### src/rtl/mxu_cmd_sequencer_if.sv
// Command, memory and MXU signal bundle for mxu_cmd_sequencer.
// master = sequencer side, slave = decoder/memory/MXU side.
interface mxu_cmd_sequencer_if #(
  parameter int unsigned NUM_SIZE  = 16,
  parameter int unsigned GRID_SIZE = 2,
  parameter int unsigned ADDR_W    = 5,
  parameter int unsigned DATA_W    = 8
);
  logic                                  cmd_valid;
  logic                                  cmd_ready;
  logic [ADDR_W-1:0]                     cmd_a_addr;
  logic [ADDR_W-1:0]                     cmd_b_addr;
  logic [ADDR_W-1:0]                     cmd_c_addr;
  logic                                  mem_rd_en;
  logic [ADDR_W-1:0]                     mem_rd_addr;
  logic [DATA_W-1:0]                     mem_rd_data;
  logic                                  mem_wr_en;
  logic [ADDR_W-1:0]                     mem_wr_addr;
  logic [DATA_W-1:0]                     mem_wr_data;
  logic                                  mxu_clear;
  logic                                  mxu_ce;
  logic [NUM_SIZE*GRID_SIZE-1:0]         mxu_west;
  logic [NUM_SIZE*GRID_SIZE-1:0]         mxu_north;
  logic [NUM_SIZE*GRID_SIZE*GRID_SIZE-1:0] mxu_result;

  modport master (
    input  cmd_valid, cmd_a_addr, cmd_b_addr, cmd_c_addr, mem_rd_data, mxu_result,
    output cmd_ready, mem_rd_en, mem_rd_addr, mem_wr_en, mem_wr_addr, mem_wr_data,
           mxu_clear, mxu_ce, mxu_west, mxu_north
  );

  modport slave (
    output cmd_valid, cmd_a_addr, cmd_b_addr, cmd_c_addr, mem_rd_data, mxu_result,
    input  cmd_ready, mem_rd_en, mem_rd_addr, mem_wr_en, mem_wr_addr, mem_wr_data,
           mxu_clear, mxu_ce, mxu_west, mxu_north
  );
endinterface

### src/rtl/mxu_cmd_sequencer.sv
// Matmul command sequencer: loads A/B from byte memory, streams skewed operands
// into the systolic MXU, then writes the truncated C matrix back row-major.
module mxu_cmd_sequencer #(
  parameter int unsigned NUM_SIZE  = 16,
  parameter int unsigned GRID_SIZE = 2,
  parameter int unsigned ADDR_W    = 5,
  parameter int unsigned DATA_W    = 8
) (
  input  logic                clk,
  input  logic                rst,
  mxu_cmd_sequencer_if.master bus,
  output logic                busy,
  output logic                done
);
  localparam int unsigned GG       = GRID_SIZE * GRID_SIZE;
  localparam int unsigned LOAD_CYC = 2 * GG + 1;
  localparam int unsigned COMP_CYC = 3 * GRID_SIZE - 2;
  localparam int unsigned CNT_W    = $clog2(LOAD_CYC);
  localparam int unsigned IDX_W    = (GG > 1) ? $clog2(GG) : 1;

  typedef enum logic [2:0] {IDLE, LOAD, COMPUTE, WRITE, DONE} state_t;

  state_t            state, state_next;
  logic [CNT_W-1:0]  cnt;
  int unsigned       cnt_u;
  logic [ADDR_W-1:0] a_q, b_q, c_q;
  logic [DATA_W-1:0] a_reg [GG];
  logic [DATA_W-1:0] b_reg [GG];

  assign cnt_u = 32'(cnt);

  always_ff @(posedge clk or posedge rst) begin
    if (rst) begin
      state <= IDLE;
      cnt   <= '0;
    end else begin
      state <= state_next;
      if (state_next != state || state == IDLE) cnt <= '0;
      else                                     cnt <= cnt + CNT_W'(1);
    end
  end

  always_ff @(posedge clk or posedge rst) begin
    if (rst) begin
      a_q <= '0;
      b_q <= '0;
      c_q <= '0;
    end else if (state == IDLE && bus.cmd_valid) begin
      a_q <= bus.cmd_a_addr;
      b_q <= bus.cmd_b_addr;
      c_q <= bus.cmd_c_addr;
    end
  end

  // Read data lags its strobe by one cycle, so LOAD step n captures word n-1.
  always_ff @(posedge clk or posedge rst) begin
    if (rst) begin
      a_reg <= '{default: '0};
      b_reg <= '{default: '0};
    end else if (state == LOAD && cnt_u != 0) begin
      if (cnt_u <= GG) a_reg[IDX_W'(cnt_u - 1)]      <= bus.mem_rd_data;
      else             b_reg[IDX_W'(cnt_u - 1 - GG)] <= bus.mem_rd_data;
    end
  end

  always_comb begin
    state_next = state;
    unique case (state)
      IDLE:    if (bus.cmd_valid)           state_next = LOAD;
      LOAD:    if (cnt_u == LOAD_CYC - 1)   state_next = COMPUTE;
      COMPUTE: if (cnt_u == COMP_CYC - 1)   state_next = WRITE;
      WRITE:   if (cnt_u == GG - 1)         state_next = DONE;
      DONE:                                 state_next = IDLE;
      default:                              state_next = IDLE;
    endcase
  end

  always_comb begin
    bus.cmd_ready   = (state == IDLE);
    busy            = (state != IDLE);
    done            = 1'b0;
    bus.mem_rd_en   = 1'b0;
    bus.mem_rd_addr = '0;
    bus.mem_wr_en   = 1'b0;
    bus.mem_wr_addr = '0;
    bus.mem_wr_data = '0;
    bus.mxu_clear   = 1'b0;
    bus.mxu_ce      = 1'b0;
    bus.mxu_west    = '0;
    bus.mxu_north   = '0;
    unique case (state)
      LOAD: begin
        bus.mxu_clear = (cnt_u == 0);
        if (cnt_u < 2 * GG) begin
          bus.mem_rd_en   = 1'b1;
          bus.mem_rd_addr = (cnt_u < GG) ? a_q + ADDR_W'(cnt_u) : b_q + ADDR_W'(cnt_u - GG);
        end
      end
      COMPUTE: begin
        bus.mxu_ce = 1'b1;
        // Row i / column i enters i steps late, giving the diagonal wavefront.
        for (int unsigned i = 0; i < GRID_SIZE; i++) begin
          if (cnt_u >= i && cnt_u - i < GRID_SIZE) begin
            bus.mxu_west[i*NUM_SIZE +: NUM_SIZE] =
              NUM_SIZE'(a_reg[IDX_W'(i * GRID_SIZE + cnt_u - i)]);
            bus.mxu_north[i*NUM_SIZE +: NUM_SIZE] =
              NUM_SIZE'(b_reg[IDX_W'((cnt_u - i) * GRID_SIZE + i)]);
          end
        end
      end
      WRITE: begin
        bus.mem_wr_en   = 1'b1;
        bus.mem_wr_addr = c_q + ADDR_W'(cnt_u);
        bus.mem_wr_data = bus.mxu_result[NUM_SIZE*cnt_u +: DATA_W];
      end
      DONE: done = 1'b1;
      default: ;
    endcase
  end
endmodule

### src/flat_wrapper.sv
// flat-port wrapper written by rule: the top's interface ports become plain ports
module mxu_cmd_sequencer_flat 
#(
  parameter int unsigned NUM_SIZE  = 16,
  parameter int unsigned GRID_SIZE = 2,
  parameter int unsigned ADDR_W    = 5,
  parameter int unsigned DATA_W    = 8
)
  (clk, rst, busy, done, bus_cmd_valid, bus_cmd_a_addr, bus_cmd_b_addr, bus_cmd_c_addr, bus_mem_rd_data, bus_mxu_result, bus_cmd_ready, bus_mem_rd_en, bus_mem_rd_addr, bus_mem_wr_en, bus_mem_wr_addr, bus_mem_wr_data, bus_mxu_clear, bus_mxu_ce, bus_mxu_west, bus_mxu_north);
  mxu_cmd_sequencer_if #(.NUM_SIZE(NUM_SIZE), .GRID_SIZE(GRID_SIZE), .ADDR_W(ADDR_W), .DATA_W(DATA_W)) bus_i ();
  input  logic clk;
  input  logic rst;
  output logic busy;
  output logic done;
  input wire logic [$bits(bus_i.cmd_valid)-1:0] bus_cmd_valid;
  input wire logic [$bits(bus_i.cmd_a_addr)-1:0] bus_cmd_a_addr;
  input wire logic [$bits(bus_i.cmd_b_addr)-1:0] bus_cmd_b_addr;
  input wire logic [$bits(bus_i.cmd_c_addr)-1:0] bus_cmd_c_addr;
  input wire logic [$bits(bus_i.mem_rd_data)-1:0] bus_mem_rd_data;
  input wire logic [$bits(bus_i.mxu_result)-1:0] bus_mxu_result;
  output wire logic [$bits(bus_i.cmd_ready)-1:0] bus_cmd_ready;
  output wire logic [$bits(bus_i.mem_rd_en)-1:0] bus_mem_rd_en;
  output wire logic [$bits(bus_i.mem_rd_addr)-1:0] bus_mem_rd_addr;
  output wire logic [$bits(bus_i.mem_wr_en)-1:0] bus_mem_wr_en;
  output wire logic [$bits(bus_i.mem_wr_addr)-1:0] bus_mem_wr_addr;
  output wire logic [$bits(bus_i.mem_wr_data)-1:0] bus_mem_wr_data;
  output wire logic [$bits(bus_i.mxu_clear)-1:0] bus_mxu_clear;
  output wire logic [$bits(bus_i.mxu_ce)-1:0] bus_mxu_ce;
  output wire logic [$bits(bus_i.mxu_west)-1:0] bus_mxu_west;
  output wire logic [$bits(bus_i.mxu_north)-1:0] bus_mxu_north;
  assign bus_i.cmd_valid = bus_cmd_valid;
  assign bus_i.cmd_a_addr = bus_cmd_a_addr;
  assign bus_i.cmd_b_addr = bus_cmd_b_addr;
  assign bus_i.cmd_c_addr = bus_cmd_c_addr;
  assign bus_i.mem_rd_data = bus_mem_rd_data;
  assign bus_i.mxu_result = bus_mxu_result;
  assign bus_cmd_ready = bus_i.cmd_ready;
  assign bus_mem_rd_en = bus_i.mem_rd_en;
  assign bus_mem_rd_addr = bus_i.mem_rd_addr;
  assign bus_mem_wr_en = bus_i.mem_wr_en;
  assign bus_mem_wr_addr = bus_i.mem_wr_addr;
  assign bus_mem_wr_data = bus_i.mem_wr_data;
  assign bus_mxu_clear = bus_i.mxu_clear;
  assign bus_mxu_ce = bus_i.mxu_ce;
  assign bus_mxu_west = bus_i.mxu_west;
  assign bus_mxu_north = bus_i.mxu_north;
  mxu_cmd_sequencer #(.NUM_SIZE(NUM_SIZE), .GRID_SIZE(GRID_SIZE), .ADDR_W(ADDR_W), .DATA_W(DATA_W)) u_core (.clk(clk), .rst(rst), .bus(bus_i), .busy(busy), .done(done));
endmodule
### config.mk
export PLATFORM = sky130hd
export DESIGN_NAME = mxu_cmd_sequencer_flat
export DESIGN_NICKNAME = d
export VERILOG_FILES = /design/src/rtl/mxu_cmd_sequencer_if.sv /design/src/rtl/mxu_cmd_sequencer.sv /design/src/flat_wrapper.sv
export SDC_FILE = /design/constraint.sdc
export NUM_CORES = 1
export LEC_CHECK = 0
export ABC_AREA = 1
export BUFFER_PORTS_ARGS = -buffer_cell sky130_fd_sc_hd__buf_2
export CORE_MARGIN = 4
export CORE_UTILIZATION = 45
export CTS_BUF_LIST = sky130_fd_sc_hd__clkbuf_4
export DETAILED_ROUTE_END_ITERATION = 16
export PLACE_DENSITY = 0.73
export SYNTH_ARGS = -nofsm -noshare
export SYNTH_HDL_FRONTEND = slang
export SYNTH_SLANG_ARGS = --single-unit
### constraint.sdc
create_clock -name clk -period 3.3 [get_ports clk]
set_clock_uncertainty 0.1 [all_clocks]
set_input_delay 0.495 -clock clk [delete_from_list [all_inputs] [get_ports clk]]
set_output_delay 0.495 -clock clk [all_outputs]
set_load 0.1 [all_outputs]
# After elaboration in Yosys (flattened, before gate mapping)
# Cells that the tools add are included.
totals:
  elab_cells: 107
  ff_bits: 86
  in_bits: 90
op_classes:
  shifts: 1
  n_bitwise: 7
  n_reduce_logical: 13
  n_mux: 41
  n_lt_le_gt_ge: 15
  addsub: 10
  eq_ne: 7
op_table:
  columns: ["op", "n"]
  rows:
  - ["$mux 8", 15]
  - ["$bmux 8 s2", 4]
  - ["$bwmux 32", 2]
  - ["$mux 32", 2]
  - ["$shiftx 64x9->8", 1]
  - ["$demux 8 s2", 2]
  - ["$logic_not 32->1", 1]
  - ["$lt 32x2->1 const B", 1]
  - ["$reduce_bool 32->1", 1]
  - ["$mux 5", 4]
  - ["$ge 3x3->1 const B", 6]
  - ["$not 2->3", 6]
  - ["$mux 3", 4]
  - ["$pmux 3 s4", 1]
  - ["$add 5x4->5", 2]
  - ["$ge 4x1->1 const B", 2]
  - ["$eq 3x2->1 const B", 2]
  - ["$logic_and 1x1->1", 6]
  - ["$lt 3x1->1 const B", 2]
  - ["$mux 1", 6]
  - ["$add 5x5->5", 1]
  - ["$sub 4x1->5 const B", 1]
  - ["$sub 4x3->5 const B", 1]
  - ["$add 4x1->4 const B", 1]
  - ["other kinds (18)", 20]

# Logic depth before layout (Yosys ltp)
logic_depth:
  word_depth: 8
  mapped_depth: 11

# Least setup slack after synthesis
# Ideal clock, no wire load.
synth_timing:
  path_type: "reg2out"
  start: "register u_core.state[0]"
  end: "output bus_mxu_west[6]"
  arrival_time_ns: 3.977
  path_buffers: 1
  stages_incl_launch_ff: 7
  path_slack_ns: -1.272
  path_cell_list: "dfrtp_1 > inv_1 > nand3_1 > inv_1 > nand2_1 > buf_2 > a211oi_1"
synth_via:
  elab_chain_len: 2
synth_lines:
  columns: ["element", "line_no", "source"]
  rows:
  - ["start, declared", "mxu_cmd_sequencer.sv:23", "state_t state, state_next;"]
  - ["start signal, assigned", "mxu_cmd_sequencer.sv:37", "state <= state_next;"]
  - ["$eq 3x2->1", "mxu_cmd_sequencer.sv:91", "unique case (state)"]
  - ["$mux 32", "mxu_cmd_sequencer.sv:91", null]
  - ["end, declared", "flat_wrapper.sv:29", "output wire logic [$bits(bus_i.mxu_west)-1:0] bus_mxu_west;"]
# No other way between the ends.

# Worst setup path in the final report
layout_timing:
  start: "register u_core.cnt[1]"
  end: "output bus_mem_rd_addr[3]"
layout_via:
  elab_chain_len: 5
layout_lines:
  columns: ["element", "line_no", "source"]
  rows:
  - ["start, declared", "mxu_cmd_sequencer.sv:24", "logic [CNT_W-1:0] cnt;"]
  - ["start signal, assigned", "mxu_cmd_sequencer.sv:39", "else cnt <= cnt + CNT_W'(1);"]
  - ["$sub 4x3->5", "mxu_cmd_sequencer.sv:96", "bus.mem_rd_addr = (cnt_u < GG) ? a_q + ADDR_W'(cnt_u) : b_q + ADDR_W'(cnt_u - GG);"]
  - ["$add 5x5->5", "mxu_cmd_sequencer.sv:96", null]
  - ["$mux 5", "mxu_cmd_sequencer.sv:96", null]
  - ["$mux 5 (*)", "mxu_cmd_sequencer.sv:94", "if (cnt_u < 2 * GG) begin"]
  - ["$mux 5 (*)", "mxu_cmd_sequencer.sv:91", null]
  - ["end, declared", "flat_wrapper.sv:23", "output wire logic [$bits(bus_i.mem_rd_addr)-1:0] bus_mem_rd_addr;"]
# Every way passes the cells marked *; elsewhere a longest branch is shown, timed or not.

==> results.sh <==
export IMPL_cpLargestDelayFamily="adder cells"
export IMPL_ys_ff_latch=86
export IMPL_drt_wirelength_per_cell_um=14.7
export IMPL_async_flop_share_pct=100
export IMPL_cp_data_required_time_ps=2700
export IMPL_grt_max_degree=69
export IMPL_viasPerCell=5.17
export IMPL_end_kind="output port"
export IMPL_drc=0
export IMPL_cts_root_buf="clkbuf_4"
export IMPL_cts_made_buffers=9
export IMPL_worst_slew_pin_slew_ps=706
export IMPL_htreeDepth=3
export IMPL_slowest_stage="dfrtp_1"
export IMPL_fin_crit_ps=3150
export IMPL_grt_pass1_wl_mm=21.1
export IMPL_cp_arrival_ps=2560
export IMPL_slew_violations=0
export IMPL_powerDensity_mw_per_mm2=1050
export IMPL_timing_final_crit_share_pct=95.6
export IMPL_synth_area_per_cell_um2=8.37
export IMPL_io_pins=179
export IMPL_postPlaceCellArea_mm2=0.00626
export IMPL_postSynthCellCount=608
export IMPL_finalHoldViolations=0
export IMPL_drtIter0Drc=269
export IMPL_met2_usage_pct=35.0
export IMPL_cts_tree="built"
export IMPL_die_w_um=114
export IMPL_portBuffers=114
export IMPL_power_total_mw=6.76
export IMPL_cts_max_path_buffers=2
export IMPL_hp_class="input port to asynchronous set/reset pin"
export IMPL_die_h_um=114
export IMPL_cts_sinks=86
export IMPL_hpwl_mm=9.61
export IMPL_via_count=4462
export IMPL_cp_max_fo=18
export IMPL_path_class="flip-flop to output port"
export IMPL_antenna_found_initial=0
export IMPL_drv_cap=0
export IMPL_top_usage_layer="met2"
export IMPL_grt_overflow_total=0
export IMPL_fillCellCount=930
export IMPL_p_leak_nw=3.12
export IMPL_crit_chain="buf_12 -> ha_1 -> ha_1 -> fa_1 -> xnor2_1 -> a21oi_1 -> nand2_1 -> inv_1 -> buf_12"
export IMPL_synth_warnings=0
export IMPL_diodes=0
export IMPL_grt_total_usage_pct=20.0
export IMPL_antenna_left=0
export IMPL_max_stage_delay_ps=430
export IMPL_synth_top_cell_area_share_pct=42.3
export IMPL_use_met3_pct=4.49
export IMPL_initial_core_util_pct=46.5
export IMPL_placement_rows=38
export IMPL_synth_edf_count=0
export IMPL_grt_setup_unrepaired="no"
export IMPL_fmax_mhz=317
export IMPL_grt_pass1_vias=4475
export IMPL_final_layout_size_suffix_gt1_share_pct=29.9
export IMPL_wl_mm=12.7
export IMPL_yosys_top_cells_count="117 x nand2_1, 86 x dfrtp_1, 73 x o21ai_0"
export IMPL_coreArea_mm2=0.0109
export IMPL_yosysTopAreaCell="dfrtp_1"
export IMPL_die_area_mm2=0.0131
export IMPL_ys_seq_area_share_pct=42.3
export IMPL_outcome="completed"
export IMPL_worst_setup_path_start_kind="flip-flop"
export IMPL_clock_latency_ps=430
export IMPL_setup_viol=0
export IMPL_first_pass_iters=4
export IMPL_post_synth_top_count_cell="nand2_1"
export IMPL_synth_distinct_cells=38
export IMPL_critPathBufInv=3
export IMPL_syn2layout_area_growth_pct=26.7
export IMPL_synthTopCellsByArea="dfrtp_1 42%, nand2_1 8.6%, o21ai_0 7.2%, nor2_1 5.3%, ha_1 4.9%"
export IMPL_finish_net_count=831
export IMPL_final_area_mm2=0.00645
export IMPL_use_met1_pct=24.4
export IMPL_synth_area_mm2=0.00509
export IMPL_clk_pin_slew_ps=130
export IMPL_relSlewSlack_pct=52.8
export IMPL_synth_main_ff_cell="dfrtp_1"
export IMPL_vdd_drop_max_mv=1.91
export IMPL_gp_congestion=0.802
where the power goes:
group	internal, mW	switching, mW	leakage, nW
registers	1.57	0.311	1.02
clock network	0.238	0.362	0.0758
logic	1.21	3.07	2.03
total	3.01	3.74	3.12
worst register-to-register path, stage by stage, from the launching register on:
cell and delay (ps):
dfrtp_2 450, buf_6 440, ha_1 390, nand2_1 90, nand2_1 110, inv_1 40
nor2_1 120, nand2_1 100, nand2_1 80, nand3_2 110, nor2_1 120
layer usage:
layer  vias to the layer above  wire (um)
met1                      2160       5100
met2                       152       6700
li1                       2132          -
met3                        18        733
met4                         0        171
met5                         -          0
cell usage in the layout (no fill, tap or decap), types with 19 or more instances in the layout:
cell type / instances
nand2_1: 116
buf_2: 86
dfrtp_1: 84
o21ai_0: 73
nor2_1: 61
inv_1: 48
conb_1: 32
buf_12: 29
a21oi_1: 26
ha_1: 19
kinds of logic after synthesis:
kind of cell	synth area share, %
fa+ha+maj	6.10
flops	42.3
buf+inv	12.6
mux	2.66
xor+xnor	1.03
simple gates	18.5
other cells	0.0737
compound gates	16.7
what timing repair did:
action	CTS	global route
buffers inserted	0	1
setup endpoints to repair	22	18
resized for setup	4	8
hold buffers	0	0
pin swaps	0	1
gates cloned	0	0
layout make-up:
class	instances	area (um2)	area share [%]
inverters	57	229	3.55
well taps	140	175	2.72
clock inverters	6	60.1	0.931
multi-input cells	440	2670	41.4
repair buffers	124	1090	16.8
clock buffers	10	75.1	1.16
flip-flops and latches	86	2150	33.4
stage by stage:
stage	util [%]	worst slack (ps)	setup TNS, ps	std cells	hold WS [ps]
floorplan	-	-559	-4080	639	353
global placement	57.3	416	0	846	365
detailed placement	57.3	321	0	846	373
CTS	58.7	35.0	0	862	23.1
global route	59.0	0.682	0	863	49.5
finish	59.0	146	0	863	34.7
path summary, 6_finish.rpt:
| kind | from | to | slack (ps) | cells past startpoint |
|---|---|---|---|---|
| min in group clk | bus_mem_rd_data[6] | u_core.a_reg[22] | 190 | 3 |
| worst min-delay path | rst | u_core.a_q[1] | 30 | 2 |
| max in group asynchronous | rst | u_core.a_reg[3] | 2390 | 3 |
| worst min register to register | u_core.b_reg[5] | u_core.b_reg[5] | 400 | 2 |
| worst max register to register | u_core.cnt[0] | u_core.cnt[0] | 1070 | 10 |
| worst max-delay path | u_core.cnt[1] | bus_mem_rd_addr[3] | 150 | 9 |
(Power assumes the default switching activity.)
